[src/rtl/i2c_byte_master_if.sv]
// ----------------------------------------------------------------------------
// i2c_byte_master_if
//   Bundles the command/response handshake and the open-drain line pair of
//   the byte-level I2C master so the engine can be bound as one port.
//
//   Handshake semantics (valid/ready):
//     A command transfers on a rising clock edge where cmd_valid_i and
//     cmd_ready_o are both 1. The master drops cmd_ready_o the cycle after
//     the transfer and raises it again in the cycle where rsp_valid_o pulses,
//     so exactly one command is in flight and exactly one response per
//     command is returned. rsp_valid_o is a single-cycle pulse with no
//     back-pressure; rsp_ack_o/rsp_err_o read 0 outside that pulse.
//
//   Signals (names seen from the master):
//     cmd_valid_i, cmd_i[2:0], wdata_i   command in
//     cmd_ready_o                        master can take a command
//     rsp_valid_o, rsp_ack_o, rsp_err_o  response pulse and its flags
//     rsp_rdata_o                        last byte read, held
//     busy_o                             bus owned (between START and STOP)
//     scl_i, sda_i                       sampled line levels
//     scl_o, sda_o                       1 = release, 0 = pull low
//     dbg_state_o                        engine state for observation
//
//   Modports: master (the engine), slave (upstream controller + pad side).
// ----------------------------------------------------------------------------
interface i2c_byte_master_if #(
  parameter int DATA_WIDTH = 8
);
  logic                  cmd_valid_i;
  logic                  cmd_ready_o;
  logic [2:0]            cmd_i;
  logic [DATA_WIDTH-1:0] wdata_i;
  logic                  rsp_valid_o;
  logic                  rsp_ack_o;
  logic                  rsp_err_o;
  logic [DATA_WIDTH-1:0] rsp_rdata_o;
  logic                  busy_o;
  logic                  scl_i;
  logic                  sda_i;
  logic                  scl_o;
  logic                  sda_o;
  logic [2:0]            dbg_state_o;

  modport master (
    input  cmd_valid_i, cmd_i, wdata_i, scl_i, sda_i,
    output cmd_ready_o, rsp_valid_o, rsp_ack_o, rsp_err_o, rsp_rdata_o,
           busy_o, scl_o, sda_o, dbg_state_o
  );

  modport slave (
    output cmd_valid_i, cmd_i, wdata_i, scl_i, sda_i,
    input  cmd_ready_o, rsp_valid_o, rsp_ack_o, rsp_err_o, rsp_rdata_o,
           busy_o, scl_o, sda_o, dbg_state_o
  );
endinterface

[src/rtl/i2c_byte_master.sv]
// ----------------------------------------------------------------------------
// i2c_byte_master
//   Byte-level I2C master. Takes START / STOP / WRITE / READ_ACK / READ_NACK
//   commands and serialises them onto open-drain SCL/SDA, returning one
//   response per command (slave ACK, read byte or error flag).
//
//   Parameters:
//     QDIV        clk_i cycles per quarter bit-period (>= 2)
//     DATA_WIDTH  bits per byte, fixed at 8
//
//   Ports:
//     clk_i   system clock
//     rst_i   synchronous active-low reset
//     bus     i2c_byte_master_if.master: command/response handshake,
//             busy flag, sampled lines, line drives, debug state
//
//   Build option:
//     I2C_CLK_STRETCH_EN  when defined, the quarter counter holds during
//                         phase C while SCL is released but still reads
//                         low (slave clock stretching). When undefined,
//                         scl_i is ignored and timing is purely QDIV-based.
//
//   Opcodes: 000 START, 001 STOP, 010 WRITE, 011 READ_ACK, 100 READ_NACK.
//
//   Every bus sequence is a chain of four quarter phases A..D, each QDIV
//   cycles long. Line values are registered and updated on the edge that
//   enters a phase, so each phase's line action is visible for the whole
//   phase. A byte is eight BIT sequences (MSB first) plus one ACKBIT.
// ----------------------------------------------------------------------------
module i2c_byte_master #(
  parameter int QDIV       = 250,
  parameter int DATA_WIDTH = 8
) (
  input  logic                  clk_i,
  input  logic                  rst_i,
  i2c_byte_master_if.master     bus
);

  localparam int CW = (QDIV > 2) ? $clog2(QDIV) : 1;
  localparam logic [CW-1:0] CNT_RELOAD = CW'(QDIV - 1);

  localparam logic [2:0] ST_IDLE   = 3'd0;
  localparam logic [2:0] ST_START  = 3'd1;
  localparam logic [2:0] ST_STOP   = 3'd2;
  localparam logic [2:0] ST_BIT    = 3'd3;
  localparam logic [2:0] ST_ACKBIT = 3'd4;
  localparam logic [2:0] ST_DONE   = 3'd5;

  localparam logic [1:0] PH_A = 2'd0;
  localparam logic [1:0] PH_B = 2'd1;
  localparam logic [1:0] PH_C = 2'd2;
  localparam logic [1:0] PH_D = 2'd3;

  localparam logic [2:0] CMD_START     = 3'b000;
  localparam logic [2:0] CMD_STOP      = 3'b001;
  localparam logic [2:0] CMD_WRITE     = 3'b010;
  localparam logic [2:0] CMD_READ_ACK  = 3'b011;
  localparam logic [2:0] CMD_READ_NACK = 3'b100;

  logic [2:0]            st_q, st_d;
  logic [1:0]            ph_q, ph_d;
  logic [CW-1:0]         cnt_q, cnt_d;
  logic [2:0]            bit_q, bit_d;
  logic [2:0]            cmd_q, cmd_d;
  logic [DATA_WIDTH-1:0] sh_q, sh_d;
  logic                  ack_q, ack_d;
  logic                  err_q, err_d;
  logic                  busy_q, busy_d;
  logic                  ready_q, ready_d;
  logic [DATA_WIDTH-1:0] rdata_q, rdata_d;
  logic                  rsp_valid_q, rsp_valid_d;
  logic                  rsp_ack_q, rsp_ack_d;
  logic                  rsp_err_q, rsp_err_d;
  logic                  scl_q, scl_d;
  logic                  sda_q, sda_d;

  // Set on every edge that enters a new phase (or DONE); gates line updates.
  logic                  enter;
  // Quarter counter freeze request (clock stretching only).
  logic                  hold;
  // SDA value for phase A of the bit being entered.
  logic                  drive_bit;

`ifdef I2C_CLK_STRETCH_EN
  // SCL is released in every phase C; a low read-back there means a slave
  // is stretching the clock, so the phase is extended until it lets go.
  assign hold = (ph_q == PH_C) && scl_q && !bus.scl_i;
`else
  assign hold = 1'b0;
`endif

  // --------------------------------------------------------------------------
  // Sequencer: state, phase, quarter counter, shift register, response.
  // --------------------------------------------------------------------------
  always_comb begin
    st_d        = st_q;
    ph_d        = ph_q;
    cnt_d       = cnt_q;
    bit_d       = bit_q;
    cmd_d       = cmd_q;
    sh_d        = sh_q;
    ack_d       = ack_q;
    err_d       = err_q;
    busy_d      = busy_q;
    ready_d     = ready_q;
    rdata_d     = rdata_q;
    rsp_valid_d = 1'b0;
    rsp_ack_d   = 1'b0;
    rsp_err_d   = 1'b0;
    enter       = 1'b0;

    case (st_q)
      ST_IDLE: begin
        if (bus.cmd_valid_i && ready_q) begin
          ready_d = 1'b0;
          cmd_d   = bus.cmd_i;
          sh_d    = bus.wdata_i;
          ack_d   = 1'b0;
          err_d   = 1'b0;
          ph_d    = PH_A;
          cnt_d   = CNT_RELOAD;
          bit_d   = 3'd7;
          enter   = 1'b1;
          case (bus.cmd_i)
            CMD_START: st_d = ST_START;
            CMD_STOP: begin
              if (busy_q) begin
                st_d = ST_STOP;
              end else begin
                st_d  = ST_DONE;
                err_d = 1'b1;
              end
            end
            CMD_WRITE, CMD_READ_ACK, CMD_READ_NACK: begin
              if (busy_q) begin
                st_d = ST_BIT;
              end else begin
                st_d  = ST_DONE;
                err_d = 1'b1;
              end
            end
            default: begin
              st_d  = ST_DONE;
              err_d = 1'b1;
            end
          endcase
        end
      end

      ST_START, ST_STOP, ST_BIT, ST_ACKBIT: begin
        if (!hold) begin
          if (cnt_q != '0) begin
            cnt_d = cnt_q - 1'b1;
          end else begin
            cnt_d = CNT_RELOAD;
            enter = 1'b1;
            // Last clock of phase C: SCL has been high for a full quarter,
            // so SDA is stable and gets sampled here.
            if (ph_q == PH_C) begin
              if (st_q == ST_BIT) begin
                sh_d = {sh_q[DATA_WIDTH-2:0], bus.sda_i};
              end
              if (st_q == ST_ACKBIT) begin
                ack_d = (cmd_q == CMD_WRITE) && !bus.sda_i;
              end
            end
            if (ph_q != PH_D) begin
              ph_d = ph_q + 2'd1;
            end else begin
              ph_d = PH_A;
              case (st_q)
                ST_BIT: begin
                  if (bit_q == 3'd0) begin
                    st_d = ST_ACKBIT;
                  end else begin
                    bit_d = bit_q - 3'd1;
                  end
                end
                default: st_d = ST_DONE;
              endcase
            end
          end
        end
      end

      ST_DONE: begin
        st_d        = ST_IDLE;
        ready_d     = 1'b1;
        rsp_valid_d = 1'b1;
        rsp_err_d   = err_q;
        rsp_ack_d   = ack_q;
        if (!err_q) begin
          case (cmd_q)
            CMD_START:                   busy_d  = 1'b1;
            CMD_STOP:                    busy_d  = 1'b0;
            CMD_READ_ACK, CMD_READ_NACK: rdata_d = sh_q;
            default: ;
          endcase
        end
      end

      default: st_d = ST_IDLE;
    endcase
  end

  // --------------------------------------------------------------------------
  // Line drives: actions belong to the phase being entered. Lines not named
  // by a phase keep their value.
  // --------------------------------------------------------------------------
  always_comb begin
    drive_bit = 1'b1;
    if (st_d == ST_BIT) begin
      drive_bit = (cmd_d == CMD_WRITE) ? sh_d[DATA_WIDTH-1] : 1'b1;
    end else if (st_d == ST_ACKBIT) begin
      // Master acknowledges a read byte by pulling SDA low; a write's
      // ninth bit is left released for the slave.
      drive_bit = (cmd_d == CMD_READ_ACK) ? 1'b0 : 1'b1;
    end
  end

  always_comb begin
    scl_d = scl_q;
    sda_d = sda_q;
    if (enter) begin
      case (st_d)
        ST_START: begin
          case (ph_d)
            PH_A:    sda_d = 1'b1;
            PH_B:    scl_d = 1'b1;
            PH_C:    sda_d = 1'b0;
            default: scl_d = 1'b0;
          endcase
        end
        ST_STOP: begin
          case (ph_d)
            PH_A: begin
              sda_d = 1'b0;
              scl_d = 1'b0;
            end
            PH_B:    scl_d = 1'b1;
            PH_C:    sda_d = 1'b1;
            default: ;
          endcase
        end
        ST_BIT, ST_ACKBIT: begin
          case (ph_d)
            PH_A: begin
              scl_d = 1'b0;
              sda_d = drive_bit;
            end
            PH_B:    scl_d = 1'b0;
            default: scl_d = 1'b1;
          endcase
        end
        ST_DONE: begin
          // Park after a byte with SCL low and SDA released, so the next
          // byte, STOP or repeated START starts from a known line state.
          if (st_q == ST_ACKBIT) begin
            scl_d = 1'b0;
            sda_d = 1'b1;
          end
        end
        default: ;
      endcase
    end
  end

  // --------------------------------------------------------------------------
  // Registers. Reset abandons any transfer in progress without a STOP.
  // --------------------------------------------------------------------------
  always_ff @(posedge clk_i) begin
    if (!rst_i) begin
      st_q        <= ST_IDLE;
      ph_q        <= PH_A;
      cnt_q       <= CNT_RELOAD;
      bit_q       <= 3'd7;
      cmd_q       <= CMD_START;
      sh_q        <= '0;
      ack_q       <= 1'b0;
      err_q       <= 1'b0;
      busy_q      <= 1'b0;
      ready_q     <= 1'b1;
      rdata_q     <= '0;
      rsp_valid_q <= 1'b0;
      rsp_ack_q   <= 1'b0;
      rsp_err_q   <= 1'b0;
      scl_q       <= 1'b1;
      sda_q       <= 1'b1;
    end else begin
      st_q        <= st_d;
      ph_q        <= ph_d;
      cnt_q       <= cnt_d;
      bit_q       <= bit_d;
      cmd_q       <= cmd_d;
      sh_q        <= sh_d;
      ack_q       <= ack_d;
      err_q       <= err_d;
      busy_q      <= busy_d;
      ready_q     <= ready_d;
      rdata_q     <= rdata_d;
      rsp_valid_q <= rsp_valid_d;
      rsp_ack_q   <= rsp_ack_d;
      rsp_err_q   <= rsp_err_d;
      scl_q       <= scl_d;
      sda_q       <= sda_d;
    end
  end

  assign bus.cmd_ready_o = ready_q;
  assign bus.rsp_valid_o = rsp_valid_q;
  assign bus.rsp_ack_o   = rsp_ack_q;
  assign bus.rsp_err_o   = rsp_err_q;
  assign bus.rsp_rdata_o = rdata_q;
  assign bus.busy_o      = busy_q;
  assign bus.scl_o       = scl_q;
  assign bus.sda_o       = sda_q;
  assign bus.dbg_state_o = st_q;

endmodule

[src/flat_wrapper.sv]
// flat-port wrapper written by rule: the top's interface ports become plain ports
module i2c_byte_master_flat 
#(
  parameter int QDIV       = 250,
  parameter int DATA_WIDTH = 8
)
  (clk_i, rst_i, bus_cmd_valid_i, bus_cmd_i, bus_wdata_i, bus_scl_i, bus_sda_i, bus_cmd_ready_o, bus_rsp_valid_o, bus_rsp_ack_o, bus_rsp_err_o, bus_rsp_rdata_o, bus_busy_o, bus_scl_o, bus_sda_o, bus_dbg_state_o);
  i2c_byte_master_if #(.DATA_WIDTH(DATA_WIDTH)) bus_i ();
  input  logic clk_i;
  input  logic rst_i;
  input wire logic [$bits(bus_i.cmd_valid_i)-1:0] bus_cmd_valid_i;
  input wire logic [$bits(bus_i.cmd_i)-1:0] bus_cmd_i;
  input wire logic [$bits(bus_i.wdata_i)-1:0] bus_wdata_i;
  input wire logic [$bits(bus_i.scl_i)-1:0] bus_scl_i;
  input wire logic [$bits(bus_i.sda_i)-1:0] bus_sda_i;
  output wire logic [$bits(bus_i.cmd_ready_o)-1:0] bus_cmd_ready_o;
  output wire logic [$bits(bus_i.rsp_valid_o)-1:0] bus_rsp_valid_o;
  output wire logic [$bits(bus_i.rsp_ack_o)-1:0] bus_rsp_ack_o;
  output wire logic [$bits(bus_i.rsp_err_o)-1:0] bus_rsp_err_o;
  output wire logic [$bits(bus_i.rsp_rdata_o)-1:0] bus_rsp_rdata_o;
  output wire logic [$bits(bus_i.busy_o)-1:0] bus_busy_o;
  output wire logic [$bits(bus_i.scl_o)-1:0] bus_scl_o;
  output wire logic [$bits(bus_i.sda_o)-1:0] bus_sda_o;
  output wire logic [$bits(bus_i.dbg_state_o)-1:0] bus_dbg_state_o;
  assign bus_i.cmd_valid_i = bus_cmd_valid_i;
  assign bus_i.cmd_i = bus_cmd_i;
  assign bus_i.wdata_i = bus_wdata_i;
  assign bus_i.scl_i = bus_scl_i;
  assign bus_i.sda_i = bus_sda_i;
  assign bus_cmd_ready_o = bus_i.cmd_ready_o;
  assign bus_rsp_valid_o = bus_i.rsp_valid_o;
  assign bus_rsp_ack_o = bus_i.rsp_ack_o;
  assign bus_rsp_err_o = bus_i.rsp_err_o;
  assign bus_rsp_rdata_o = bus_i.rsp_rdata_o;
  assign bus_busy_o = bus_i.busy_o;
  assign bus_scl_o = bus_i.scl_o;
  assign bus_sda_o = bus_i.sda_o;
  assign bus_dbg_state_o = bus_i.dbg_state_o;
  i2c_byte_master #(.QDIV(QDIV), .DATA_WIDTH(DATA_WIDTH)) u_core (.clk_i(clk_i), .rst_i(rst_i), .bus(bus_i));
endmodule
[config.mk]
export PLATFORM = sky130hd
export DESIGN_NAME = i2c_byte_master_flat
export DESIGN_NICKNAME = d
export VERILOG_FILES = /design/src/rtl/i2c_byte_master_if.sv /design/src/rtl/i2c_byte_master.sv /design/src/flat_wrapper.sv
export SDC_FILE = /design/constraint.sdc
export NUM_CORES = 1
export LEC_CHECK = 0
export ABC_AREA = 0
export BUFFER_PORTS_ARGS = -buffer_cell sky130_fd_sc_hd__clkbuf_2
export CORE_UTILIZATION = 38
export DETAILED_ROUTE_END_ITERATION = 16
export HOLD_SLACK_MARGIN = 0.12
export PLACE_DENSITY_LB_ADDON = 0.3
export SETUP_SLACK_MARGIN = 0.5
export SLEW_MARGIN = 0
export SYNTH_ARGS = -nofsm -noshare
export SYNTH_HDL_FRONTEND = slang
export SYNTH_SLANG_ARGS = --single-unit
export TNS_END_PERCENT = 20
[constraint.sdc]
create_clock -name clk_i -period 4.2 [get_ports clk_i]
set_clock_uncertainty 0.15 [all_clocks]
set_input_delay 0.42 -clock clk_i [delete_from_list [all_inputs] [get_ports clk_i]]
set_output_delay 0.42 -clock clk_i [all_outputs]
set_load 0.05 [all_outputs]
==> results.py <==
metrics = {
    "logic_synthesis": {
        "synth_enable_flop_cells": 0,
        "synth_async_sr_flop_share": 0,
        "yosys_warnings": 0,
        "syn_avg_cell_area_um2": 8.419,
        "syn_area_mm2": 0.002298,
        "ys_seq_area_frac": 0.3832,
        "yosysUniqueCellTypes": 48,
        "synthFlopType": "dfxtp_1",
        "synth-seq-cells": 44,
        "synthesis.nets": 295,
        "syn_inst": 273,
    },
    "worst_setup_path": {
        "required_ns": 4.24,
        "start_kind": "flop",
        "worstPathMaxFanout": 14,
        "crit_path_end_kind": "flop",
        "critPathArrivalTime_ns": 3.40,
        "path_class": "flop to flop",
    },
    "power_and_ir_drop": {
        "powerDensity_mw_per_mm2": 406.2,
        "power_switching_w": 0.0003455,
        "p_leak_nw": 1.124,
        "ir_worst_vdd_mv": 0.1433,
        "pwr-share-clk": 0.320,
        "power_frac_comb": 0.232,
        "seq_power_share": 0.448,
        "switching_share": 0.3221,
        "internal_power_w": 0.0007273,
    },
    "clock_tree": {
        "cts_repair_resize_count": 0,
        "cts.sinks": 44,
        "h-tree-depth": 2,
        "clock_path_buffers": 2,
        "clock_latency_ns": 0.30,
        "ctsHoldBuffers": 0,
        "postCtsSetupRepairBufs": 0,
        "cts_tree": "yes",
        "clk_pin_slew_ns": 0.08,
        "clockRootBuffer": "clkbuf_8",
        "cts_buffers": 5,
    },
    "hold_path": {
        "holdCritPathClass": "primary input to flop",
    },
    "sta": {
        "fin_crit_sh": 0.7987,
        "tightest_slew_ns": 0.9909,
        "final.min_clock_period_ns": 3.354,
        "tns_ns": 0,
        "fmaxAchievable_mhz": 298.1,
        "relSlewSlack": 0.3350,
        "drv_slew": 0,
        "grt_setup_unrepaired": "false",
        "finalHoldViolCount": 0,
        "setup_viol": 0,
    },
    "floorplan": {
        "die_h_um": 79.77,
        "rows": 27,
        "chipWidth_um": 79.77,
        "core-area_mm2": 0.005675,
        "initial_core_util": 0.4050,
        "die_area_mm2": 0.006363,
        "io_pins": 34,
    },
    "routing": {
        "vias": 2061,
        "finalWirelength_mm": 5.269,
        "viasPerCell": 5.496,
        "drt-initial-drc-count": 203,
        "ant_nets": 0,
        "firstDrtPassIters": 7,
        "drcViolationCount": 0,
        "wl_per_cell_um": 14.05,
    },
    "global_routing": {
        "grt.overflow.total": 0,
        "grt_pass1_vias": 1812,
        "antenna_found_initial": 0,
        "grt_usage": 0.1765,
        "grt_max_degree": 38,
        "grt_pass1_wl_mm": 8.680,
    },
    "layout": {
        "nNetsFinal": 324,
        "drive_above_1_share": 0.1584,
        "antenna_cells": 0,
        "area_growth_pct": 14.92,
        "final_cell_mix": "dfxtp_1, nand2_1, clkbuf_2",
        "mostFrequentLayoutCell": "dfxtp_1",
        "fillers": 589,
        "fin_util": 0.4654,
    },
    "placement": {
        "dp_hpwl_mm": 3.737,
        "io_buffers": 32,
        "gp_congestion": 0.8197,
    },
    "flow_run": {
        "maxCapViolCount": 0,
    },
    "run_status": {
        "status": "finished clean",
    },
}
[power by group through the flow]
| stage | Clock, W | Sequential [W] | Combinational (W) |
|---|---|---|---|
| 2_1_floorplan | 0 | 0.000507 | 0.000163 |
| 3_3_place_gp | 0 | 0.000489 | 0.000243 |
| 3_5_place_dp | 0 | 0.000490 | 0.000245 |
| 4_1_cts | 0.000353 | 0.000480 | 0.000246 |
| 5_1_grt | 0.000368 | 0.000486 | 0.000275 |
| 6_report | 0.000343 | 0.000481 | 0.000249 |
[worst max-delay path, cell delays in order (launching register included)]
cell and delay, ns:
dfxtp_1 0.34, inv_1 0.08, ha_1 0.19, or3b_2 0.50, nor4_1 0.47, a311oi_1 0.19, nand3_1 0.51, nand2_1 0.34
a222oi_1 0.41, nor2b_1 0.07
[per-layer routing]
metal | track usage | part of all wire | up-vias
met5 | 0 | 0 | -
met4 | 0.06071 | 0.013 | 0
met3 | 0.03429 | 0.054 | 6
met2 | 0.2641 | 0.43 | 61
met1 | 0.2505 | 0.50 | 954
li1 | - | - | 1040
[final timing paths]
kind | slack (ns) | to | depth (start not counted) | startpoint
max | 0.85 | u_core.sh_q[0] | 9 | u_core.cnt_q[0]
min | 0.23 | u_core.sh_q[0] | 3 | bus_wdata_i[0]
max reg2reg | 0.85 | u_core.sh_q[0] | 9 | u_core.cnt_q[0]
min reg2reg | 0.32 | u_core.bus.rsp_ack_o | 1 | u_core.ack_q
[area by class of cell]
class / count / area [µm²] / share of cell area
timing repair buffer: 35 / 182.7 / 0.06916
tap: 72 / 90.09 / 0.03411
sequential: 44 / 880.8 / 0.3335
clock inverter: 2 / 38.79 / 0.01469
multi-input combinational: 208 / 1336 / 0.5059
clock buffer: 6 / 82.58 / 0.03126
inverter: 8 / 30.03 / 0.01137
[stage by stage]
stage               cells  instance area (µm²)  worst slack [ns]  power (W)  hold slack (ns)
detailed placement    367                 2520            0.9125  0.0007349           0.2920
CTS                   375                 2641            0.9275   0.001079           0.2258
global placement      367                 2520            0.9561  0.0007321           0.2898
floorplan             273                 2298             1.376  0.0006702           0.2729
global route          375                 2641            0.6701   0.001129           0.2541
finish                375                 2641            0.8456   0.001073           0.2286
[cell usage after synthesis (3+ instances only)]
| master | number | share of area |
|---|---|---|
| a211oi_1 | 3 | 0.0098 |
| a21boi_0 | 4 | 0.013 |
| a21oi_1 | 8 | 0.017 |
| a222oi_1 | 8 | 0.035 |
| a311o_1 | 3 | 0.013 |
| a311oi_1 | 3 | 0.011 |
| and2_1 | 9 | 0.024 |
| clkbuf_1 | 10 | 0.016 |
| dfxtp_1 | 44 | 0.38 |
| ha_1 | 6 | 0.033 |
| inv_1 | 8 | 0.013 |
| mux2i_1 | 11 | 0.048 |
| nand2_1 | 32 | 0.052 |
| nand3_1 | 10 | 0.022 |
| nand3b_1 | 3 | 0.0098 |
| nor2_1 | 18 | 0.029 |
| nor2b_1 | 19 | 0.052 |
| nor3_1 | 8 | 0.017 |
| nor4_1 | 4 | 0.011 |
| o21ai_0 | 17 | 0.037 |
| or3_1 | 3 | 0.0082 |
| xor2_1 | 5 | 0.019 |
[state kept, by name, summed over array words and instances (netlist names), 2 cells and up]
| signal | cells |
|---|---|
| u_core.bus.rsp_rdata_o | 8 |
| u_core.cnt_q | 8 |
| u_core.sh_q | 8 |
| u_core.bit_q | 3 |
| u_core.bus.dbg_state_o | 3 |
| u_core.cmd_q | 3 |
| u_core.ph_q | 2 |
[cells by family after synthesis]
family / count (synthesis) / share of synthesized area
AOI/OAI and AO/OA: 60 / 0.1829
xor gates and xnor gates: 7 / 0.02667
adders and majority gates: 6 / 0.03266
buffers and inverters: 21 / 0.03538
DFF: 44 / 0.3832
muxes: 12 / 0.05444
and+or+nand+nor: 123 / 0.2847
Note: power is estimated with default switching activity, not from simulation.
